### src/rtl/ex_mem_pkg.sv
// Shared types for the EX/MEM pipeline register: stage state encoding,
// control-field bundle and the default-width beat layout.
// Port summary: none (package only).
package ex_mem_pkg;

    localparam int DATA_W_DEF = 32;
    localparam int REG_W_DEF  = 5;

    // Occupancy of the elastic stage. ST_SKID is only reachable when the
    // second (skid) entry is built in.
    typedef enum logic [1:0] {
        ST_EMPTY = 2'd0,
        ST_FULL  = 2'd1,
        ST_SKID  = 2'd2
    } pipe_state_t;

    // WB / M controls plus the ALU zero flag, carried as one bundle.
    typedef struct packed {
        logic reg_write;
        logic mem_to_reg;
        logic branch;
        logic mem_read;
        logic mem_write;
        logic zero;
    } ctrl_t;

    // Beat layout at the default widths. Parametrised instances build the
    // same layout locally with their own DATA_W/REG_W.
    typedef struct packed {
        ctrl_t                  ctrl;
        logic [DATA_W_DEF-1:0]  add_result;
        logic [DATA_W_DEF-1:0]  alu_result;
        logic [DATA_W_DEF-1:0]  read_data2;
        logic [REG_W_DEF-1:0]   write_reg;
    } beat_t;

endpackage

### src/rtl/pipe_skid_buf.sv
// Generic W-bit valid/ready pipeline stage with optional 2-entry skid and flush.
// Latency: 1 cycle from accept to out_vld when empty; 1 beat/cycle sustained.
// Backpressure: SKID=1 -> in_rdy decoded from state (no comb path from out_rdy); SKID=0 -> in_rdy = out_rdy | !out_vld.
// Ports: Clk, Rst_n (sync, active-low), Flush; in_vld/in_rdy/in_dat upstream;
//        out_vld/out_rdy/out_dat downstream (out_dat always from the main register).
module pipe_skid_buf
    import ex_mem_pkg::*;
#(
    parameter int W    = 8,
    parameter bit SKID = 1'b1
) (
    input  logic         Clk,
    input  logic         Rst_n,
    input  logic         Flush,
    input  logic         in_vld,
    output logic         in_rdy,
    input  logic [W-1:0] in_dat,
    output logic         out_vld,
    input  logic         out_rdy,
    output logic [W-1:0] out_dat
);

    pipe_state_t  state_q;
    pipe_state_t  state_d;
    logic [W-1:0] main_q;
    logic [W-1:0] skid_q;

    logic accept;
    logic drain;
    logic load_main;
    logic load_main_from_skid;
    logic load_skid;

    assign out_vld = (state_q != ST_EMPTY);
    assign out_dat = main_q;

    // With the skid entry, readiness depends only on registered state, so an
    // out_rdy drop is absorbed by the skid and in_rdy falls one cycle later.
    assign in_rdy  = SKID ? (state_q != ST_SKID) : (out_rdy | ~out_vld);

    assign accept  = in_vld & in_rdy;
    assign drain   = out_vld & out_rdy;

    always_comb begin
        state_d             = state_q;
        load_main           = 1'b0;
        load_main_from_skid = 1'b0;
        load_skid           = 1'b0;

        case (state_q)
            ST_EMPTY: begin
                if (accept) begin
                    state_d   = ST_FULL;
                    load_main = 1'b1;
                end
            end
            ST_FULL: begin
                if (accept && drain) begin
                    load_main = 1'b1;
                end else if (accept && SKID) begin
                    // Downstream stalled while a beat was in flight: park it.
                    state_d   = ST_SKID;
                    load_skid = 1'b1;
                end else if (drain) begin
                    state_d   = ST_EMPTY;
                end
            end
            ST_SKID: begin
                // in_rdy is low here, so no accept can coincide.
                if (drain) begin
                    state_d             = ST_FULL;
                    load_main_from_skid = 1'b1;
                end
            end
            default: begin
                state_d = ST_EMPTY;
            end
        endcase

        // Flush only drops occupancy; data registers keep their contents and
        // the beat currently presented may still be taken downstream.
        if (Flush) begin
            state_d             = ST_EMPTY;
            load_main           = 1'b0;
            load_main_from_skid = 1'b0;
            load_skid           = 1'b0;
        end
    end

    always_ff @(posedge Clk) begin
        if (!Rst_n) begin
            state_q <= ST_EMPTY;
            main_q  <= '0;
            skid_q  <= '0;
        end else begin
            state_q <= state_d;
            if (load_main) begin
                main_q <= in_dat;
            end else if (load_main_from_skid) begin
                main_q <= skid_q;
            end
            if (load_skid) begin
                skid_q <= in_dat;
            end
        end
    end

endmodule

### src/rtl/ex_mem_pipe_reg.sv
// Elastic EX/MEM pipeline register with bubble gating, PCSrc and forwarding tap.
// Latency: 1 cycle EX->MEM when empty; 1 beat/cycle while OutReady=1.
// Backpressure: SKID=1 absorbs one in-flight beat, InReady registered; SKID=0 InReady = OutReady | !OutValid.
// Ports: Clk, Rst_n (sync, active-low), Flush; In* EX beat with InValid/InReady;
//        Out* MEM beat with OutValid/OutReady; OutPCSrc; FwdValid/FwdReg/FwdData hazard tap.
module ex_mem_pipe_reg
    import ex_mem_pkg::*;
#(
    parameter int DATA_W = DATA_W_DEF,
    parameter int REG_W  = REG_W_DEF,
    parameter bit SKID   = 1'b1
) (
    input  logic              Clk,
    input  logic              Rst_n,
    input  logic              Flush,

    input  logic              InValid,
    output logic              InReady,
    input  logic              InRegWrite,
    input  logic              InMemToReg,
    input  logic              InBranch,
    input  logic              InMemRead,
    input  logic              InMemWrite,
    input  logic              InZero,
    input  logic [DATA_W-1:0] InAddResult,
    input  logic [DATA_W-1:0] InALUResult,
    input  logic [DATA_W-1:0] InReadData2,
    input  logic [REG_W-1:0]  InWriteReg,

    output logic              OutValid,
    input  logic              OutReady,
    output logic              OutRegWrite,
    output logic              OutMemToReg,
    output logic              OutBranch,
    output logic              OutMemRead,
    output logic              OutMemWrite,
    output logic              OutZero,
    output logic [DATA_W-1:0] OutAddResult,
    output logic [DATA_W-1:0] OutALUResult,
    output logic [DATA_W-1:0] OutReadData2,
    output logic [REG_W-1:0]  OutWriteReg,
    output logic              OutPCSrc,

    output logic              FwdValid,
    output logic [REG_W-1:0]  FwdReg,
    output logic [DATA_W-1:0] FwdData
);

    // Same field order as ex_mem_pkg::beat_t, sized by this instance.
    typedef struct packed {
        ctrl_t             ctrl;
        logic [DATA_W-1:0] add_result;
        logic [DATA_W-1:0] alu_result;
        logic [DATA_W-1:0] read_data2;
        logic [REG_W-1:0]  write_reg;
    } ex_mem_beat_t;

    localparam int BEAT_W = $bits(ex_mem_beat_t);

    ex_mem_beat_t in_beat;
    ex_mem_beat_t out_beat;
    logic         out_vld;

    always_comb begin
        in_beat                 = '0;
        in_beat.ctrl.reg_write  = InRegWrite;
        in_beat.ctrl.mem_to_reg = InMemToReg;
        in_beat.ctrl.branch     = InBranch;
        in_beat.ctrl.mem_read   = InMemRead;
        in_beat.ctrl.mem_write  = InMemWrite;
        in_beat.ctrl.zero       = InZero;
        in_beat.add_result      = InAddResult;
        in_beat.alu_result      = InALUResult;
        in_beat.read_data2      = InReadData2;
        in_beat.write_reg       = InWriteReg;
    end

    pipe_skid_buf #(
        .W    (BEAT_W),
        .SKID (SKID)
    ) u_stage (
        .Clk     (Clk),
        .Rst_n   (Rst_n),
        .Flush   (Flush),
        .in_vld  (InValid),
        .in_rdy  (InReady),
        .in_dat  (in_beat),
        .out_vld (out_vld),
        .out_rdy (OutReady),
        .out_dat (out_beat)
    );

    assign OutValid     = out_vld;

    // Side-effecting controls are masked by valid so a bubble, including the
    // stale contents left behind by a flush, can never write memory, the
    // register file or the PC.
    assign OutRegWrite  = out_vld & out_beat.ctrl.reg_write;
    assign OutMemRead   = out_vld & out_beat.ctrl.mem_read;
    assign OutMemWrite  = out_vld & out_beat.ctrl.mem_write;
    assign OutBranch    = out_vld & out_beat.ctrl.branch;

    assign OutMemToReg  = out_beat.ctrl.mem_to_reg;
    assign OutZero      = out_beat.ctrl.zero;
    assign OutAddResult = out_beat.add_result;
    assign OutALUResult = out_beat.alu_result;
    assign OutReadData2 = out_beat.read_data2;
    assign OutWriteReg  = out_beat.write_reg;

    assign OutPCSrc     = OutBranch & OutZero;

    // r0 is hardwired zero, so a write to it is never a forwarding source.
    assign FwdValid     = OutRegWrite & (OutWriteReg != '0);
    assign FwdReg       = OutWriteReg;
    assign FwdData      = OutALUResult;

endmodule
### config.mk
export PLATFORM = sky130hd
export DESIGN_NAME = ex_mem_pipe_reg
export DESIGN_NICKNAME = d
export VERILOG_FILES = /design/src/rtl/ex_mem_pkg.sv /design/src/rtl/pipe_skid_buf.sv /design/src/rtl/ex_mem_pipe_reg.sv
export SDC_FILE = /design/constraint.sdc
export NUM_CORES = 1
export LEC_CHECK = 0
export CAP_MARGIN = 20
export CELL_PAD_IN_SITES_DETAIL_PLACEMENT = 1
export CELL_PAD_IN_SITES_GLOBAL_PLACEMENT = 1
export CORE_UTILIZATION = 40
export CTS_BUF_LIST = sky130_fd_sc_hd__clkbuf_8
export DETAILED_ROUTE_END_ITERATION = 8
export PLACE_DENSITY = 0.95
export SYNTH_ARGS = -nofsm -noshare
export SYNTH_HDL_FRONTEND = slang
export SYNTH_HIERARCHICAL = 1
export SYNTH_SLANG_ARGS = --single-unit
### constraint.sdc
create_clock -name Clk -period 3.7 [get_ports Clk]
set_input_delay 1.11 -clock Clk [delete_from_list [all_inputs] [get_ports Clk]]
set_output_delay 1.11 -clock Clk [all_outputs]
set_load 0.01 [all_outputs]
==> summary.txt <==
Seq/Total Area, Yosys: 0.425
routed len/inst: 20.1 µm
Residual DRC: 0
clk_skew: 0.0101 ns
final period utilization: 0.938
Avg Cell Area, Syn: 8.77 µm²
Inserted Clock Buffers: 39
Int Power: 3.93 mW
Setup violations, final: 0
Sink Count: 216
worst r2r src: u_stage/state_q[1]
clk root buf: clkbuf_8
Vias: 9512
initial antenna violation count: 2
# Max-Cap Violations: 0
Initial Util: 0.413
Critical Path RT: 2.59 ns
overall global routing resource usage: 0.248
first-pass GRT wire length: 52.4 mm
TNS Setup: 0 ns
Max Slew Vio Count: 0
Yosys Warn Count: 6
post-CTS sizing: 0
Worst-path clk slew: 0.06 ns
most common cell after layout, fill and taps aside: clkdlybuf4s50_1
clk_lat worst skew: 0.51 ns
largest net degree at the start of global routing: 108
Detailed Route WL: 33.1 mm
Die Ht: 161 µm
area delta synth->final: 29.7%
multi-input combinational cell area: 0.00491 mm²
DR iter-0 viols: 480
Post-CTS Repair Setup Buffers: 0
Max Freq: 0.288 GHz
Clk pwr share: 0.378
CP Launch Type: register
Lkg Pwr: 4.28 nW
Detail Route Antenna Nets: 0
critical-path maximum fanout: 9
CTS max path bufs: 3
most frequent cells in the layout: clkdlybuf4s50_1, dfxtp_1, nand2_1
HP Start: u_stage/skid_q[31]
diode count: 0
vias in the first global route: 10000
P_sw: 1.43 mW
cts hold-fix bufs: 0
Remaining Overflow, GRT: 0
Pwr per Cell Area: 407 mW/mm²
clock tree from TritonCTS: built
dpl hpwl: 19.9 mm
Flop pwr share: 0.466
Synth Cell Area: 0.0102 mm²
via/cell ratio: 5.76
Worst setup startpoint: u_stage/state_q[1]
CP endpoint kind: primary output
WP data arrival: 2.36 ns
chip width: 161 µm
kind of critical path: register to primary output
Slew HR: 0.386
share of layout cells above drive strength 1: 0.137
Comb power frac: 0.156
Worst Hold Class: register to register
drt first pass iters: 4
Final min period: 3.47 ns
gp weighted congestion: 0.754
Hold Fails Final Rpt: 0
Core Region: 0.0246 mm²
status: complete, no violations
synthesized flop and latch total: 216
VDD IR max: 236 µV
row count: 57
Distinct cells, synth: 33
total power: 5.36 mW
die area: 0.0261 mm²
Layout Nets: 1420
sequential cell area: 0.00432 mm²
Synth Instances: 1159
CTS H-tree depth: 2
Ports: 260
Synthesized Nets: 1271
Sw Ratio: 0.267
I/O Buffers: 259
Filler Cell Count: 2802
RSZ-0062 raised after global routing: no
worst slew pin tran: 0.921 ns
-- synth_stat cells --
cell type    n  share of area
or3b_1       1        0.00086
o21a_1       1        0.00074
nand3b_1     1        0.00074
nor2_1       1        0.00037
nor3b_1      1        0.00074
buf_4       44          0.032
a211oi_1     1        0.00074
or2_2        1        0.00062
nand2_2      1        0.00062
buf_6       17          0.019
buf_2       41          0.020
nand2_1    215          0.079
and2_1       4         0.0025
o21ai_1     20         0.0098
a31oi_1    107          0.066
o31ai_2    107           0.13
o21ai_0     87          0.043
and3_1       1        0.00062
nand4bb_1    1         0.0011
mux2i_1      1        0.00098
or4_1        1        0.00074
nand3_1    107          0.053
a21boi_1    42          0.031
or3b_2       1        0.00086
clkbuf_1    63          0.023
a21oi_1      1        0.00049
buf_1        4         0.0015
dfxtp_1    216           0.43
o21ba_2      1        0.00098
nor2b_1      1        0.00062
nand2b_1     3         0.0018
and4bb_2     1         0.0012
a21boi_0    65          0.048
-- logic make-up (layout without fill, tap and decap cells) --
group | after synthesis | count (layout) | synth area share
compound gates | 432 | 432 | 0.332
buf+inv | 169 | 336 | 0.0962
simple gates | 341 | 341 | 0.145
mux | 1 | 1 | 0.000984
flops | 216 | 216 | 0.425
-- layout make-up --
class	count	share of cell area
clock buffers	45	0.0470
clock inverters	14	0.00399
repair buffers	277	0.218
multi-input cells	774	0.373
well taps	324	0.0307
flip-flops and latches	216	0.328
-- layer usage --
layer  wire length, µm  share of wire  global-route usage  up-vias
li1                  -              -                   -     4408
met1             14200           0.43               0.310     4715
met2             16100           0.49               0.417      311
met3              1910          0.058              0.0514       74
met4               852          0.026              0.0943        4
met5                24        0.00073                   0        -
-- state kept, by name, summed over array words and instances, names as in the netlist --
name and cells:
u_stage/skid_q 107, u_stage/state_q 2, u_stage/out_dat 107
-- stage by stage --
step | hold slack (ns) | area (µm²) | instances | worst slack (ns) | util
after floorplan | 0.446 | 10200 | 1159 | 1.48 | -
after global placement | 0.450 | 12500 | 1591 | 0.627 | 0.509
after detailed placement | 0.459 | 12500 | 1591 | 0.493 | 0.509
after CTS | 0.463 | 13200 | 1650 | 0.203 | 0.536
after global routing | 0.478 | 13200 | 1650 | 0.130 | 0.536
final | 0.463 | 13200 | 1650 | 0.228 | 0.536
-- power by group through the flow --
stage	combinational (mW)	sequential [mW]	clock, mW
after floorplan	0.390	2.56	0
after global placement	0.811	2.54	0
after detailed placement	0.835	2.54	0
after CTS	0.841	2.50	2.09
after global routing	0.892	2.50	2.22
final	0.838	2.50	2.03
-- worst max-delay path: stages, from the launching register on --
cell             delay [ns]
dfxtp_1                0.56
or2_2                  0.33
and2_1                 0.23
o21a_1                 0.14
clkdlybuf4s50_1        0.59
-- path summary, 6_finish.rpt --
path                         endpoint  slack [ns]  cells after the start
setup / recovery             FwdValid        0.23                      4
hold / removal    u_stage/out_dat[31]        0.46                      2
setup reg to reg   u_stage/skid_q[44]        1.66                      4
hold reg to reg   u_stage/out_dat[31]        0.46                      2
No activity file was read; power rests on OpenSTA's default activity.
